==> src/rtl/tmr_rx_voter_pkg.sv <==
// rtl/tmr_rx_voter_pkg.sv - shared state encoding, frame field offsets and checksum for the TMR receive voter
package tmr_rx_voter_pkg;

  typedef enum logic [1:0] {
    ST_IDLE    = 2'd0,
    ST_COLLECT = 2'd1,
    ST_VOTE    = 2'd2
  } state_t;

  localparam int MODE_W    = 2;
  localparam int MAX_CMD_L = 16;

  // Frame layout, MSB to LSB: mode | speed | dir | checksum
  function automatic int frame_len(input int cmd_l);
    return MODE_W + 3 * cmd_l;
  endfunction

  function automatic int chk_lsb(input int cmd_l);
    return 0 * cmd_l;
  endfunction

  function automatic int dir_lsb(input int cmd_l);
    return cmd_l;
  endfunction

  function automatic int speed_lsb(input int cmd_l);
    return 2 * cmd_l;
  endfunction

  function automatic int mode_lsb(input int cmd_l);
    return 3 * cmd_l;
  endfunction

  // Callers zero-extend speed/dir to MAX_CMD_L, so the upper result bits are zero
  function automatic logic [MAX_CMD_L-1:0] calc_chk(input logic [MODE_W-1:0]    mode,
                                                     input logic [MAX_CMD_L-1:0] speed,
                                                     input logic [MAX_CMD_L-1:0] dir);
    return speed ^ dir ^ {{(MAX_CMD_L-MODE_W){1'b0}}, mode};
  endfunction

endpackage

==> src/rtl/tmr_bit_vote.sv <==
// rtl/tmr_bit_vote.sv - bitwise majority vote over the latched subset of channel words
module tmr_bit_vote #(
  parameter int NCH = 3,
  parameter int W   = 14,
  parameter int CW  = $clog2(NCH + 1)
) (
  input  logic [NCH*W-1:0] i_words,
  input  logic [NCH-1:0]   i_mask,
  output logic [W-1:0]     o_voted,
  output logic [CW-1:0]    o_count,
  output logic [NCH-1:0]   o_mismatch
);

  logic [CW-1:0] w_count;
  logic [W-1:0]  w_voted;

  // Count latched channels, then set each bit where ones form a strict majority of them
  always_comb begin
    logic [CW-1:0] ones;
    w_count = '0;
    w_voted = '0;
    for (int i = 0; i < NCH; i++) begin
      w_count = w_count + CW'(i_mask[i]);
    end
    for (int b = 0; b < W; b++) begin
      ones = '0;
      for (int i = 0; i < NCH; i++) begin
        ones = ones + CW'(i_mask[i] & i_words[i*W + b]);
      end
      w_voted[b] = ({ones, 1'b0} > {1'b0, w_count});
    end
  end

  // A latched channel disagrees if its word differs anywhere from the voted word
  always_comb begin
    o_mismatch = '0;
    for (int i = 0; i < NCH; i++) begin
      o_mismatch[i] = i_mask[i] && (i_words[i*W +: W] != w_voted);
    end
  end

  assign o_voted = w_voted;
  assign o_count = w_count;

endmodule

==> src/rtl/tmr_rx_voter.sv <==
// rtl/tmr_rx_voter.sv - collects redundant command frames, votes them, tracks error rate and link watchdog
module tmr_rx_voter
  import tmr_rx_voter_pkg::*;
#(
  parameter  int NCH     = 3,
  parameter  int CMD_L   = 4,
  parameter  int WIN     = 1024,
  parameter  int TIMEOUT = 5_000_000,
  localparam int DATA_L  = frame_len(CMD_L)
) (
  input  logic                  clk,
  input  logic                  rst,
  input  logic [NCH-1:0]        avl,
  input  logic [NCH*DATA_L-1:0] data,
  output logic [MODE_W-1:0]     mode,
  output logic [CMD_L-1:0]      speed_cmd,
  output logic [CMD_L-1:0]      dir_cmd,
  output logic                  frame_ok,
  output logic [NCH-1:0]        ch_fault,
  output logic [3:0]            err_rate,
  output logic                  link_lost
);

  localparam int CW      = $clog2(NCH + 1);
  localparam int WCW     = $clog2(WIN);
  localparam int TW      = $clog2(TIMEOUT + 1);
  localparam int MODE_LO = mode_lsb(CMD_L);
  localparam int SPD_LO  = speed_lsb(CMD_L);
  localparam int DIR_LO  = dir_lsb(CMD_L);
  localparam int CHK_LO  = chk_lsb(CMD_L);
  localparam logic [CW-1:0]  QUORUM   = CW'(NCH / 2 + 1);
  localparam logic [WCW-1:0] WIN_LAST = WCW'(WIN - 1);
  localparam logic [TW-1:0]  WD_MAX   = TW'(TIMEOUT);

  state_t                r_state;
  state_t                w_state_nxt;
  logic [NCH-1:0]        w_cap;
  logic [NCH-1:0]        r_mask;
  logic [NCH*DATA_L-1:0] r_words;
  logic [WCW-1:0]        r_win;

  logic [MODE_W-1:0]     r_mode;
  logic [CMD_L-1:0]      r_speed;
  logic [CMD_L-1:0]      r_dir;
  logic                  r_frame_ok;
  logic [NCH-1:0]        r_fault;
  logic [14:0]           r_hist;
  logic [TW-1:0]         r_wdog;
  logic                  r_lost;

  logic [DATA_L-1:0]     w_voted;
  logic [CW-1:0]         w_count;
  logic [NCH-1:0]        w_mismatch;
  logic                  w_eval;
  logic                  w_chk_ok;
  logic                  w_frame_good;
  logic                  w_good;
  logic [TW-1:0]         w_wd_nxt;
  logic [3:0]            w_err;

  tmr_bit_vote #(
    .NCH (NCH),
    .W   (DATA_L),
    .CW  (CW)
  ) u_vote (
    .i_words    (r_words),
    .i_mask     (r_mask),
    .o_voted    (w_voted),
    .o_count    (w_count),
    .o_mismatch (w_mismatch)
  );

  // Frame sequencing: pick which strobes to capture and when collection ends
  always_comb begin
    w_state_nxt = r_state;
    w_cap       = '0;
    case (r_state)
      ST_IDLE: begin
        if (|avl) begin
          w_cap       = avl;
          w_state_nxt = ST_COLLECT;
        end
      end
      ST_COLLECT: begin
        w_cap = avl & ~r_mask;
        if ((&(r_mask | avl)) || (r_win == WIN_LAST)) begin
          w_state_nxt = ST_VOTE;
        end
      end
      ST_VOTE: w_state_nxt = ST_IDLE;
      default: w_state_nxt = ST_IDLE;
    endcase
  end

  // State register, capture mask, latched words and collection window counter
  always_ff @(posedge clk or negedge rst) begin
    if (!rst) begin
      r_state <= ST_IDLE;
      r_mask  <= '0;
      r_words <= '0;
      r_win   <= '0;
    end else begin
      r_state <= w_state_nxt;
      r_mask  <= (r_state == ST_IDLE) ? w_cap : (r_mask | w_cap);
      r_win   <= (r_state == ST_COLLECT) ? (r_win + WCW'(1)) : '0;
      for (int i = 0; i < NCH; i++) begin
        if (w_cap[i]) begin
          r_words[i*DATA_L +: DATA_L] <= data[i*DATA_L +: DATA_L];
        end
      end
    end
  end

  assign w_eval       = (r_state == ST_VOTE);
  assign w_chk_ok     = calc_chk(w_voted[MODE_LO +: MODE_W],
                                 MAX_CMD_L'(w_voted[SPD_LO +: CMD_L]),
                                 MAX_CMD_L'(w_voted[DIR_LO +: CMD_L]))
                        == MAX_CMD_L'(w_voted[CHK_LO +: CMD_L]);
  assign w_frame_good = (w_count >= QUORUM) && w_chk_ok;
  assign w_good       = w_eval && w_frame_good;
  assign w_wd_nxt     = (r_wdog == WD_MAX) ? r_wdog : (r_wdog + TW'(1));

  // Output update, fault/history bookkeeping and watchdog; a good frame beats expiry
  always_ff @(posedge clk or negedge rst) begin
    if (!rst) begin
      r_mode     <= '0;
      r_speed    <= '0;
      r_dir      <= '0;
      r_frame_ok <= 1'b0;
      r_fault    <= '0;
      r_hist     <= '0;
      r_wdog     <= '0;
      r_lost     <= 1'b0;
    end else begin
      r_frame_ok <= w_good;
      if (w_eval) begin
        r_fault <= ~r_mask | w_mismatch;
        r_hist  <= {r_hist[13:0], ~w_frame_good};
      end
      if (w_good) begin
        r_mode  <= w_voted[MODE_LO +: MODE_W];
        r_speed <= w_voted[SPD_LO +: CMD_L];
        r_dir   <= w_voted[DIR_LO +: CMD_L];
        r_wdog  <= '0;
        r_lost  <= 1'b0;
      end else begin
        r_wdog <= w_wd_nxt;
        if (w_wd_nxt == WD_MAX) begin
          r_lost  <= 1'b1;
          r_mode  <= '0;
          r_speed <= '0;
          r_dir   <= '0;
        end
      end
    end
  end

  // Bad frames among the last fifteen evaluations
  always_comb begin
    w_err = '0;
    for (int i = 0; i < 15; i++) begin
      w_err = w_err + 4'(r_hist[i]);
    end
  end

  assign mode      = r_mode;
  assign speed_cmd = r_speed;
  assign dir_cmd   = r_dir;
  assign frame_ok  = r_frame_ok;
  assign ch_fault  = r_fault;
  assign err_rate  = w_err;
  assign link_lost = r_lost;

endmodule

==> config.mk <==
export PLATFORM = sky130hd
export DESIGN_NAME = tmr_rx_voter
export DESIGN_NICKNAME = d
export VERILOG_FILES = /design/src/rtl/tmr_rx_voter_pkg.sv /design/src/rtl/tmr_bit_vote.sv /design/src/rtl/tmr_rx_voter.sv
export SDC_FILE = /design/constraint.sdc
export NUM_CORES = 1
export LEC_CHECK = 0
export BUFFER_PORTS_ARGS = -buffer_cell sky130_fd_sc_hd__buf_2
export CAP_MARGIN = 25
export CORE_ASPECT_RATIO = 1.25
export CORE_MARGIN = 8
export CORE_UTILIZATION = 65
export CTS_CLUSTER_DIAMETER = 120
export DETAILED_ROUTE_END_ITERATION = 7
export MAX_ROUTING_LAYER = met4
export PLACE_DENSITY = 0.87
export SYNTH_ARGS = -nofsm -noshare
export SYNTH_HDL_FRONTEND = slang
export SYNTH_SLANG_ARGS = --single-unit
==> constraint.sdc <==
create_clock -name clk -period 6.5 [get_ports clk]
set_input_delay 1.3 -clock clk [delete_from_list [all_inputs] [get_ports clk]]
set_output_delay 1.3 -clock clk [all_outputs]
set_load 0.01 [all_outputs]
# [Word level (Yosys, flattened, before mapping)]
# Index checks and enable logic that the tools add are counted.
[word_totals] reg_bits=110 inputBits=47 output_inout_bits=19 word_cells=163
[op_classes] addsub=46 n_lt_le_gt_ge=15 eq_ne=11 n_mux=16 bitwise=50 reduce_logical=11
[ops] op="$add A2 B2 Y2" n=28
[ops] op="$eq A23 B23 Y1 const B" n=2
[ops] op="$mux W23" n=2
[ops] op="$add A4 B1 Y4" n=11
[ops] op="$and A1 B1 Y1" n=42
[ops] op="$gt A3 B2 Y1" n=14
[ops] op="$ne A14 B14 Y1" n=3
[ops] op="$add A23 B1 Y23 const B" n=1
[ops] op="$mux W4" n=3
[ops] op="$add A10 B1 Y10 const B" n=1
[ops] op="$eq A10 B10 Y1 const B" n=1
[ops] op="$mux W10" n=1
[ops] op="$or A3 B3 Y3" n=3
[ops] op="$mux W2" n=4
[ops] op="$mux W3" n=2
[ops] op="$pmux W3 S2" n=1
[ops] op="$logic_and A1 B1 Y1" n=5
[ops] op="$add A1 B1 Y2" n=2
[ops] op="$add A3 B1 Y4" n=1
[ops] op="$eq A4 B4 Y1" n=1
[ops] op="$ne A2 B2 Y1 const B" n=2
[ops] op="$pmux W2 S2" n=1
[ops] op="$xor A4 B2 Y4" n=1
[ops] op="$xor A4 B4 Y4" n=1
[ops] op="other kinds (15)" n=16

# [Depth between registers and ports, before layout]
# Gate-level depths: netlist of the first run.
[depth] ltp_word=14 depth_mapped=12

# [Hierarchy]
# A second synthesis of the first run with hierarchy kept.
[hier_totals] cells_unflattened=677 hier_area_um2=6945.4
[modules_own_cells] mod="tmr_rx_voter" n_inst=1 cells_per_inst=478 area_each_um2=5302.6
[modules_own_cells] mod="tmr_bit_vote" n_inst=1 cells_per_inst=199 area_each_um2=1642.8

# [Worst setup path before layout of the first run]
# Ideal clock, no wire load.
[synth_path] kind="reg-to-output" start="register r_hist[0]" end="output err_rate[2]" arrival_time_ns=3.431 t_required_ns=5.200 path_slack_ns=1.769 path_stages_with_launch=10 n_path_buf=0 path_cell_list="dfrtp_1 -> fa_1 -> inv_1 -> fa_1 -> fa_1 -> fa_1 -> inv_1 -> fa_1 -> fa_1 -> xor2_1"
[synth_via] elab_chain_len=14
[synth_rtl] item="from (decl)" line_no="tmr_rx_voter.sv:47" rtl="logic [14:0] r_hist;"
[synth_rtl] item="from (signal assigned)" line_no="tmr_rx_voter.sv:138" rtl="r_hist <= {r_hist[13:0], ~w_frame_good};"
[synth_rtl] item="$add A1 B1 Y2" line_no="tmr_rx_voter.sv:162" rtl="w_err = w_err + 4'(r_hist[i]);"
[synth_rtl] item="$add A2 B1 Y3" line_no="tmr_rx_voter.sv:162"
[synth_rtl] item="$add A3 B1 Y4" line_no="tmr_rx_voter.sv:162"
[synth_rtl] item="$add A4 B1 Y4 (11 in series)" line_no="tmr_rx_voter.sv:162"
[synth_rtl] item="to (decl)" line_no="tmr_rx_voter.sv:20" rtl="output logic [3:0] err_rate,"
# No other way between the ends.

# [Final worst setup path of the first run]
# Ends and elaborated chain as after synthesis.

==> results of run 1 <==
-- final timing paths --
kind                            startpoint      endpoint  cells after the start
worst max-delay path             r_hist[0]   err_rate[2]                     10
worst min-delay path            r_hist[12]    r_hist[13]                      2
worst max register to register   r_mask[0]       mode[1]                     11
worst min register to register  r_hist[12]    r_hist[13]                      2
max in group asynchronous              rst    r_words[1]                      2
min in group asynchronous              rst  speed_cmd[1]                      1
-- cells in the mapped netlist, drive strengths merged, types with 3 or more instances --
cell / instances
ha: 19
a211o: 4
and2: 45
clkbuf: 18
or3: 6
xnor2: 36
fa: 25
xor2: 42
mux2: 46
nor3: 4
nand2b: 15
nor2: 53
buf: 9
inv: 32
nand3: 15
and3: 6
nand4: 13
o21ai: 22
a211oi: 12
nand3b: 4
nand2: 24
nor2b: 3
nor4: 16
dfrtp: 110
a21oi: 23
-- sequential cells by signal, indices dropped and copies added (netlist names) --
| signal | flops |
|---|---|
| speed_cmd | 4 |
| ch_fault | 3 |
| link_lost | 1 |
| frame_ok | 1 |
| r_win | 10 |
| dir_cmd | 4 |
| r_wdog | 23 |
| r_words | 42 |
| r_hist | 15 |
| r_mask | 3 |
| mode | 2 |
| r_state | 2 |
-- layout by cell type, fill, tap and decap left out, types with 6 or more instances in the layout --
cell,Yosys,final
sky130_fd_sc_hd__nand4_1,13,13
sky130_fd_sc_hd__nand2b_1,15,15
sky130_fd_sc_hd__nand2_1,24,24
sky130_fd_sc_hd__nor4_1,13,13
sky130_fd_sc_hd__inv_1,32,32
sky130_fd_sc_hd__a21oi_1,13,13
sky130_fd_sc_hd__fa_1,25,25
sky130_fd_sc_hd__ha_1,19,19
sky130_fd_sc_hd__and3_1,6,6
sky130_fd_sc_hd__nand3_1,15,15
sky130_fd_sc_hd__and2_1,45,45
sky130_fd_sc_hd__clkbuf_16,0,9
sky130_fd_sc_hd__mux2_2,46,46
sky130_fd_sc_hd__or3_1,6,6
sky130_fd_sc_hd__xor2_1,42,42
sky130_fd_sc_hd__buf_2,4,64
sky130_fd_sc_hd__dfrtp_1,110,110
sky130_fd_sc_hd__o21ai_0,22,22
sky130_fd_sc_hd__a21oi_2,10,10
sky130_fd_sc_hd__a211oi_1,12,12
sky130_fd_sc_hd__nor2_1,53,53
sky130_fd_sc_hd__xnor2_1,36,36
-- logic make-up after synthesis --
logic type                 count (synthesis)  synth area share (%)
muxes                                     48                 8.021
and+or+nand+nor                          212                 17.74
DFF                                      110                 41.04
xor gates and xnor gates                  79                 10.52
adders and majority gates                 44                 11.01
AOI/OAI and AO/OA                         80                 8.245
buffers and inverters                     59                 3.432
-- worst reg2reg max path: cells and delay by family (launching register included) --
kind | cells | cell delay, ps
buffers and inverters | 2 | 870
xor gates and xnor gates | 1 | 300
DFF | 1 | 610
adders and majority gates | 2 | 780
AOI/OAI and AO/OA | 2 | 760
and+or+nand+nor | 4 | 1130
-- final cells by class --
class                      instances  area [µm²]
tap                              129       161.4
multi-input combinational        463        3727
sequential                       110        2753
inverter                          32       120.1
clock inverter                     4       55.05
timing repair buffer              68       350.3
fill                             707        2631
clock buffer                      12       256.5
-- layer usage --
layer  wire [µm]  global-route usage [%]  vias to the layer above
met2        7805                   39.72                      191
met1        5980                   26.45                     2433
met3         727                   3.775                       54
met5           0                       -                        -
met4         614                   13.03                        0
li1            -                       -                     2263
-- power by group through the flow --
stage / sequential [mW] / combinational [mW] / clock [mW]
3_5_place_dp: 1.21 / 2.73 / 0
2_1_floorplan: 1.09 / 2.17 / 0
5_1_grt: 1.23 / 3.07 / 0.598
4_1_cts: 1.20 / 2.76 / 0.573
3_3_place_gp: 1.19 / 2.57 / 0
6_report: 1.21 / 2.76 / 0.566
==> PnR_summary.wiki, run 1 <==
{| class="wikitable"
! Metric !! Value
|-
| Run status || finished clean
|-
| Final design area excluding fillers || 7423 µm²
|-
| Internal Power || 2.459 mW
|-
| Worst-case setup slack after placement || 1607 ps
|-
| Synth warnings || 0
|-
| Number of diodes added for antenna fixing || 0
|-
| Remaining Overflow, GRT || 0
|-
| Transition time of the tightest slew-check pin || 824.1 ps
|-
| Highest cell delay on the worst timing path || 540 ps
|-
| Combined area of all synthesized cells || 6708 µm²
|-
| Finished Core Util || 73.83%
|-
| Net switching power || 2.074 mW
|-
| Chip width || 106.9 µm
|-
| Number of setup buffers added after CTS || 0
|-
| First-pass GRT wire length || 25,230 µm
|-
| Total die area || 13,850 µm²
|-
| Area share of the leading cell type in the synthesized netlist || 41.04%
|-
| Path category of the worst min-delay check || flip-flop to flip-flop
|-
| Ordered cell list for the critical path || fa_1 -> inv_1 -> fa_1 -> fa_1 -> fa_1 -> inv_1 -> fa_1 -> fa_1 -> xor2_1 -> buf_2
|-
| Number of buffers created by CTS || 9
|-
| Avg Inst Size Synth || 10.61 µm²
|-
| Effective utilization at floorplan || 66.71%
|-
| Share of cells above drive strength 1 || 21.34%
|-
| Mean number of vias per cell || 6.040
|-
| Inst Count DP || 802
|-
| Number of top-level design ports || 66
|-
| Clock sink count || 110
|-
| Aggregate routed wire length || 15,130 µm
|-
| Part of the cycle the worst path needs || 80.72%
|-
| Cell with the biggest individual delay on the critical path || sky130_fd_sc_hd__fa_1
|-
| Post-Synthesis Net Count || 723
|-
| Worst Setup Path Type || flip-flop to primary output
|-
| Last weighted congestion value of the routability-driven placer || 0.9412
|-
| CTS tree || done
|-
| Largest net degree at the start of global routing || 67
|-
| # hold bufs at CTS || 0
|-
| Post-synth EDFFs || 0
|-
| Number of flip-flops and latches in the synthesized netlist || 110
|-
| Standard cell area after detailed placement || 7112 µm²
|-
| Worst Setup End Kind || primary output
|-
| Average detailed-routed wire length per instance || 18.49 µm
|-
| Largest vdd supply drop || 0.3729 mV
|-
| Kind of start point of the critical path || flip-flop
|-
| Maximum fanout along the worst path || 3
|-
| Count of endpoints failing hold in the final timing report || 0
|-
| Reg power frac || 26.6%
|-
| Total Routing Usage GR || 23.63%
|-
| Commonest register cell after synthesis || sky130_fd_sc_hd__dfrtp_1
|-
| Count of standard-cell rows || 41
|-
| Core footprint || 10,050 µm²
|-
| Post-Syn Instances || 632
|-
| Worst reg-to-reg setup slack || 1970 ps
|-
| Switching part of the total || 45.75%
|-
| Sequential element share of the synthesized area || 41.04%
|-
| Main area contributors after synthesis || sky130_fd_sc_hd__dfrtp_1, sky130_fd_sc_hd__mux2_2, sky130_fd_sc_hd__fa_1, sky130_fd_sc_hd__xor2_1, sky130_fd_sc_hd__xnor2_1
|-
| Leakage dissipation || 3.224 nW
|-
| Synth unique cells || 52
|-
| Gate family responsible for the most delay along the worst path || adder cells
|-
| Number of global-route vias before repair || 5,352
|-
| Clock Skews || 6.073 ps
|-
| Resized Gates After CTS || 0
|-
| Post-detailed-route count of antenna-violating nets || 0
|-
| Source-to-sink clock delay at the later pin of the worst-skew pair || 350 ps
|-
| Level count of the clock H-tree || 3
|-
| Post-detail-place hpwl || 11,130 µm
|-
| Accumulated negative setup slack || 0 ps
|-
| Min cycle time layout || 5247 ps
|-
| WP data required || 5200 ps
|-
| Clock-pin slew reported for the worst setup and hold paths after clock tree synthesis || 70 ps
|-
| Final setup slack of the worst path || 1253 ps
|-
| Post-synthesis to final-layout area growth || 10.67%
|-
| Max Slew Vio Count || 0
|-
| Non-filler instance count after layout || 818
|-
| Drt drc || 0
|-
| Maximum Capacitance Violations || 0
|-
| Arrival time worst endpoint || 3950 ps
|-
| Clk Tree Root Cell || sky130_fd_sc_hd__clkbuf_16
|-
| Clock share of power || 12.5%
|-
| CTS max path bufs || 2
|-
| Setup repair after global routing missed its margin || false
|-
| Initial antenna violation count || 0
|-
| Worst hold slack across all endpoints || 494.9 ps
|-
| Power per Cell Area || 610.6 nW/µm²
|-
| Number of DRC markers after the initial detailed-route iteration || 277
|-
| Cell seen most often among critical-path stages || sky130_fd_sc_hd__fa_1
|-
| Drt first pass iters || 5
|-
| Peak Freq || 0.1906 GHz
|-
| Port Buf Inserts || 65
|-
| Total via count in the routed design || 4,941
|-
| Overall power consumption || 4.533 mW
|-
| Total buffers and inverters traversed by the critical path || 3
|-
| Cell type contributing the most total cell area after synthesis || sky130_fd_sc_hd__dfrtp_1
|-
| Relative slew margins || 45.06%
|-
| Chip height || 129.6 µm
|-
| Combinational cell fraction of total power || 60.9%
|-
| Post-synthesis async set-or-reset flop share || 100.0%
|-
| Final setup violating endpoints || 0
|-
| Layout net count || 775
|}
(Power assumes the default switching activity.)
==> run 2, diff against run 1 <==
--- a/config.mk
+++ b/config.mk
@@ -9,11 +9,11 @@
 export CAP_MARGIN = 25
 export CORE_ASPECT_RATIO = 1.25
 export CORE_MARGIN = 8
-export CORE_UTILIZATION = 65
+export CORE_UTILIZATION = 54
 export CTS_CLUSTER_DIAMETER = 120
 export DETAILED_ROUTE_END_ITERATION = 7
 export MAX_ROUTING_LAYER = met4
-export PLACE_DENSITY = 0.87
+export PLACE_DENSITY = 0.77
 export SYNTH_ARGS = -nofsm -noshare
 export SYNTH_HDL_FRONTEND = slang
 export SYNTH_SLANG_ARGS = --single-unit
==> constraint.sdc (replaced) <==
create_clock -name clk -period 4.82 [get_ports clk]
set_input_delay 0.964 -clock clk [delete_from_list [all_inputs] [get_ports clk]]
set_output_delay 0.964 -clock clk [all_outputs]
set_load 0.01 [all_outputs]
==> run 2 against run 1 <==
  * Non-clock buffer count up 6
  * Critical endpoint is now err_rate[1]
  * Cell count grew 5.0%
  * Die area up 17%
  * Clock power up 29%
  * Global-route usage down 3.5 points
  * Clock-buffer cell count unchanged
  * Sequential cell count unchanged
  * Critical path depth is 1 lower
  * Sequential share of layout area fell by 0.38 points
  * Core utilization fell by 12 points
==> PnR_summary.wiki, run 2 (synthesis gave the netlist of run 1 again) <==
{| class="wikitable"
! Metric !! Value
|-
| Run status || finished clean
|-
| Total die area || 16,270 µm² (+17%)
|-
| Leakage dissipation || 3.247 nW (+0.70%)
|-
| Source-to-sink clock delay at the later pin of the worst-skew pair || 360 ps (about the same)
|-
| Worst Setup Path Type || flip-flop to primary output
|-
| Number of cells traversed by the worst hold path || 1 (-1)
|-
| Total Routing Usage GR || 20.14% (-3.5 points)
|-
| Clock-pin slew reported for the worst setup and hold paths after clock tree synthesis || 70 ps (about the same)
|-
| Area taken by multi-input logic gates || 3732 µm² (+0.13%)
|-
| Highest cell delay on the worst timing path || 540 ps (about the same)
|-
| Largest vdd supply drop || 0.4882 mV (+31%)
|-
| Clock share of power || 11.8% (-0.7 points)
|-
| Clock Skews || 9.041 ps (+2.968 ps)
|-
| Chip width || 115.7 µm (+8.3%)
|-
| Worst Setup End Kind || primary output
|-
| Path category of the worst min-delay check || flip-flop to flip-flop
|-
| Ordered cell list for the critical path || fa_1 -> inv_1 -> fa_1 -> fa_1 -> fa_1 -> inv_2 -> fa_2 -> fa_2 -> buf_6
|-
| CTS tree || done
|-
| Switching part of the total || 45.43% (-0.32 points)
|-
| Power per Cell Area || 822.4 nW/µm² (+35%)
|-
| Max Slew Vio Count || 0 (unchanged)
|-
| Worst reg-to-reg setup slack || 750 ps (-1220 ps)
|-
| Top register by number of flip-flops || r_words
|-
| Post-detailed-route count of antenna-violating nets || 0 (unchanged)
|-
| FF/Latch Area || 2753 µm² (unchanged)
|-
| Maximum Capacitance Violations || 0 (unchanged)
|-
| Maximum fanout along the worst path || 2 (-1)
|-
| Largest net degree at the start of global routing || 44 (-34%)
|-
| Last weighted congestion value of the routability-driven placer || 0.9078 (-3.5%)
|-
| Peak Freq || 0.2094 GHz
|-
| First-pass GRT wire length || 25,410 µm (+0.74%)
|-
| Most common cell after layout, fill and taps aside || sky130_fd_sc_hd__dfrtp_1
|-
| Critical hold path startpoint || r_win[0]
|-
| Cell seen most often among critical-path stages || sky130_fd_sc_hd__fa_1
|-
| Number of buffers created by CTS || 9 (unchanged)
|-
| # hold bufs at CTS || 0 (unchanged)
|-
| Kind of start point of the critical path || flip-flop
|-
| Combinational cell fraction of total power || 62.0% (+1.1 points)
|-
| Setup repair after global routing missed its margin || true
|-
| Total buffers and inverters traversed by the critical path || 3 (unchanged)
|-
| Min cycle time layout || 4775 ps
|-
| Drt first pass iters || 5 (unchanged)
|-
| Number of diodes added for antenna fixing || 0 (unchanged)
|-
| Effective utilization at floorplan || 55.15% (-12 points)
|-
| Endpoint of the worst hold-timing path || r_win[0]
|-
| Part of the cycle the worst path needs || 99.07%
|-
| Remaining Overflow, GRT || 0 (unchanged)
|-
| Layout net count || 781 (+0.77%)
|-
| Post-synthesis to final-layout area growth || 11.81%
|-
| Chip height || 140.6 µm (+8.5%)
|-
| CTS max path bufs || 2 (unchanged)
|-
| Worst Reg-to-Reg Cells || 10 (-1)
|-
| Core footprint || 12,160 µm² (+21%)
|-
| Count of standard-cell rows || 45 (+9.8%)
|-
| Overall power consumption || 6.167 mW (+36%)
|-
| Mean number of vias per cell || 5.650 (-6.5%)
|-
| Gate family responsible for the most delay along the worst path || adder cells
|-
| Clock sink count || 110 (unchanged)
|-
| Share of cells above drive strength 1 || 22.45% (+1.1 points)
|-
| Number of DRC markers after the initial detailed-route iteration || 211 (-24%)
|-
| Arrival time worst endpoint || 3810 ps (-140 ps)
|-
| Endpoint of the worst register-to-register path || speed_cmd[2]
|-
| Number of top-level design ports || 66 (unchanged)
|-
| Count of endpoints failing hold in the final timing report || 0 (unchanged)
|-
| Internal Power || 3.365 mW (+37%)
|-
| Post-detail-place hpwl || 11,180 µm (+0.50%)
|-
| Final setup violating endpoints || 0 (unchanged)
|-
| Level count of the clock H-tree || 3 (unchanged)
|-
| Net switching power || 2.802 mW (+35%)
|-
| Filler cells || 1,022 (+45%)
|-
| Launching point of the worst reg2reg path || r_mask[0]
|-
| Drt drc || 0 (unchanged)
|-
| Number of global-route vias before repair || 5,221 (-2.4%)
|-
| Initial antenna violation count || 0 (unchanged)
|-
| Port Buf Inserts || 65 (unchanged)
|-
| Aggregate routed wire length || 15,050 µm (-0.51%)
|-
| WP data required || 3860 ps (-1340 ps)
|-
| Finished Core Util || 61.67% (-12 points)
|-
| Reg power frac || 26.2% (-0.4 points)
|-
| Relative slew margins || 55.36% (+10 points)
|-
| Most frequent cells in the layout || sky130_fd_sc_hd__dfrtp_1, sky130_fd_sc_hd__buf_2, sky130_fd_sc_hd__nor2_1, sky130_fd_sc_hd__mux2_2, sky130_fd_sc_hd__and2_1
|-
| Cell with the biggest individual delay on the critical path || sky130_fd_sc_hd__fa_1
|-
| Transition time of the tightest slew-check pin || 669.5 ps (-154.6 ps)
|-
| Clk Tree Root Cell || sky130_fd_sc_hd__clkbuf_16
|-
| Largest registers || r_words x42, r_wdog x23, r_hist x15
|-
| Average detailed-routed wire length per instance || 17.52 µm (-5.3%)
|-
| Flip-flop count of the largest register, all copies and words added || 42 (unchanged)
|-
| Total via count in the routed design || 4,853 (-1.8%)
|}
-- run 2: cell count changes in the layout (fill, tap and decap cells not counted), sizes merged --
cell,previous run,this run
buf,68,74
clkinvlp,1,0
clkinv,2,4
bufinv,1,0
-- run 2: through the flow --
stage / worst slack, ps / hold slack [ps] / cells / area, µm² / setup TNS (ps)
6_report: 44.62 / 480.2 / 859 / 7500 / 0
3_5_place_dp: 283.8 / 451.3 / 841 / 7186 / 0
2_1_floorplan: 425.1 / 432.9 / 632 / 6708 / 0
4_1_cts: 17.64 / 478.4 / 858 / 7486 / 0
3_3_place_gp: 309.3 / 443.5 / 841 / 7186 / 0
5_1_grt: -81.90 / 501.3 / 859 / 7500 / -163.0
-- run 2: worst max path at each step --
| stage | from | endpoint | slack (ps) | depth (start not counted) |
|---|---|---|---|---|
| 2_1_floorplan | r_hist[0] | err_rate[2] | 430 | 9 |
| 5_1_grt | r_hist[0] | err_rate[2] | -80 | 10 |
| 4_1_cts | r_hist[0] | err_rate[1] | 20 | 9 |
| 3_3_place_gp | r_hist[0] | err_rate[2] | 310 | 10 |
| 3_5_place_dp | r_hist[0] | err_rate[2] | 280 | 10 |
| 6_report | r_hist[0] | err_rate[1] | 40 | 9 |
-- run 2: timing repair --
item                                    in CTS  in global routing
endpoints found under the setup margin       2                  2
resized for setup                            2                  2
setup buffers                                1                  1
pin swaps                                    1                  3
-- run 2: worst register-to-register path, delay by kind of cell (launching register included) --
| kind | cells | cell delay, ps |
|---|---|---|
| flip-flops | 1 | 600 |
| AO/OA/AOI/OAI | 3 | 850 |
| AND/OR/NAND/NOR | 2 | 690 |
| XOR/XNOR | 2 | 510 |
| adder cells (fa/ha/maj) | 2 | 790 |
| buffers and inverters | 1 | 480 |
-- run 2: layout make-up --
cell class	count	share of cell area (%)
clock buffers	12	3.420
well taps	164	2.736
inverters	32	1.602
multi-input cells	463	49.77
flip-flops and latches	110	36.70
clock inverters	4	0.4171
repair buffers	74	5.355
-- run 2: layer usage --
layer	track usage, %	wire length [µm]	share of wire (%)	up-vias
met2	34.11	7892	52	102
li1	-	-	-	2270
met1	23.72	6400	43	2446
met4	7.803	403	2.7	0
met5	-	0	0	-
met3	2.735	355	2.4	35
-- run 2: power groups by stage --
stage / combinational [mW] / sequential [mW] / clock, mW
floorplan: 2.93 / 1.47 / 0
global placement: 3.54 / 1.61 / 0
detailed placement: 3.71 / 1.62 / 0
CTS: 3.76 / 1.61 / 0.739
global route: 4.25 / 1.67 / 0.771
finish: 3.82 / 1.62 / 0.729
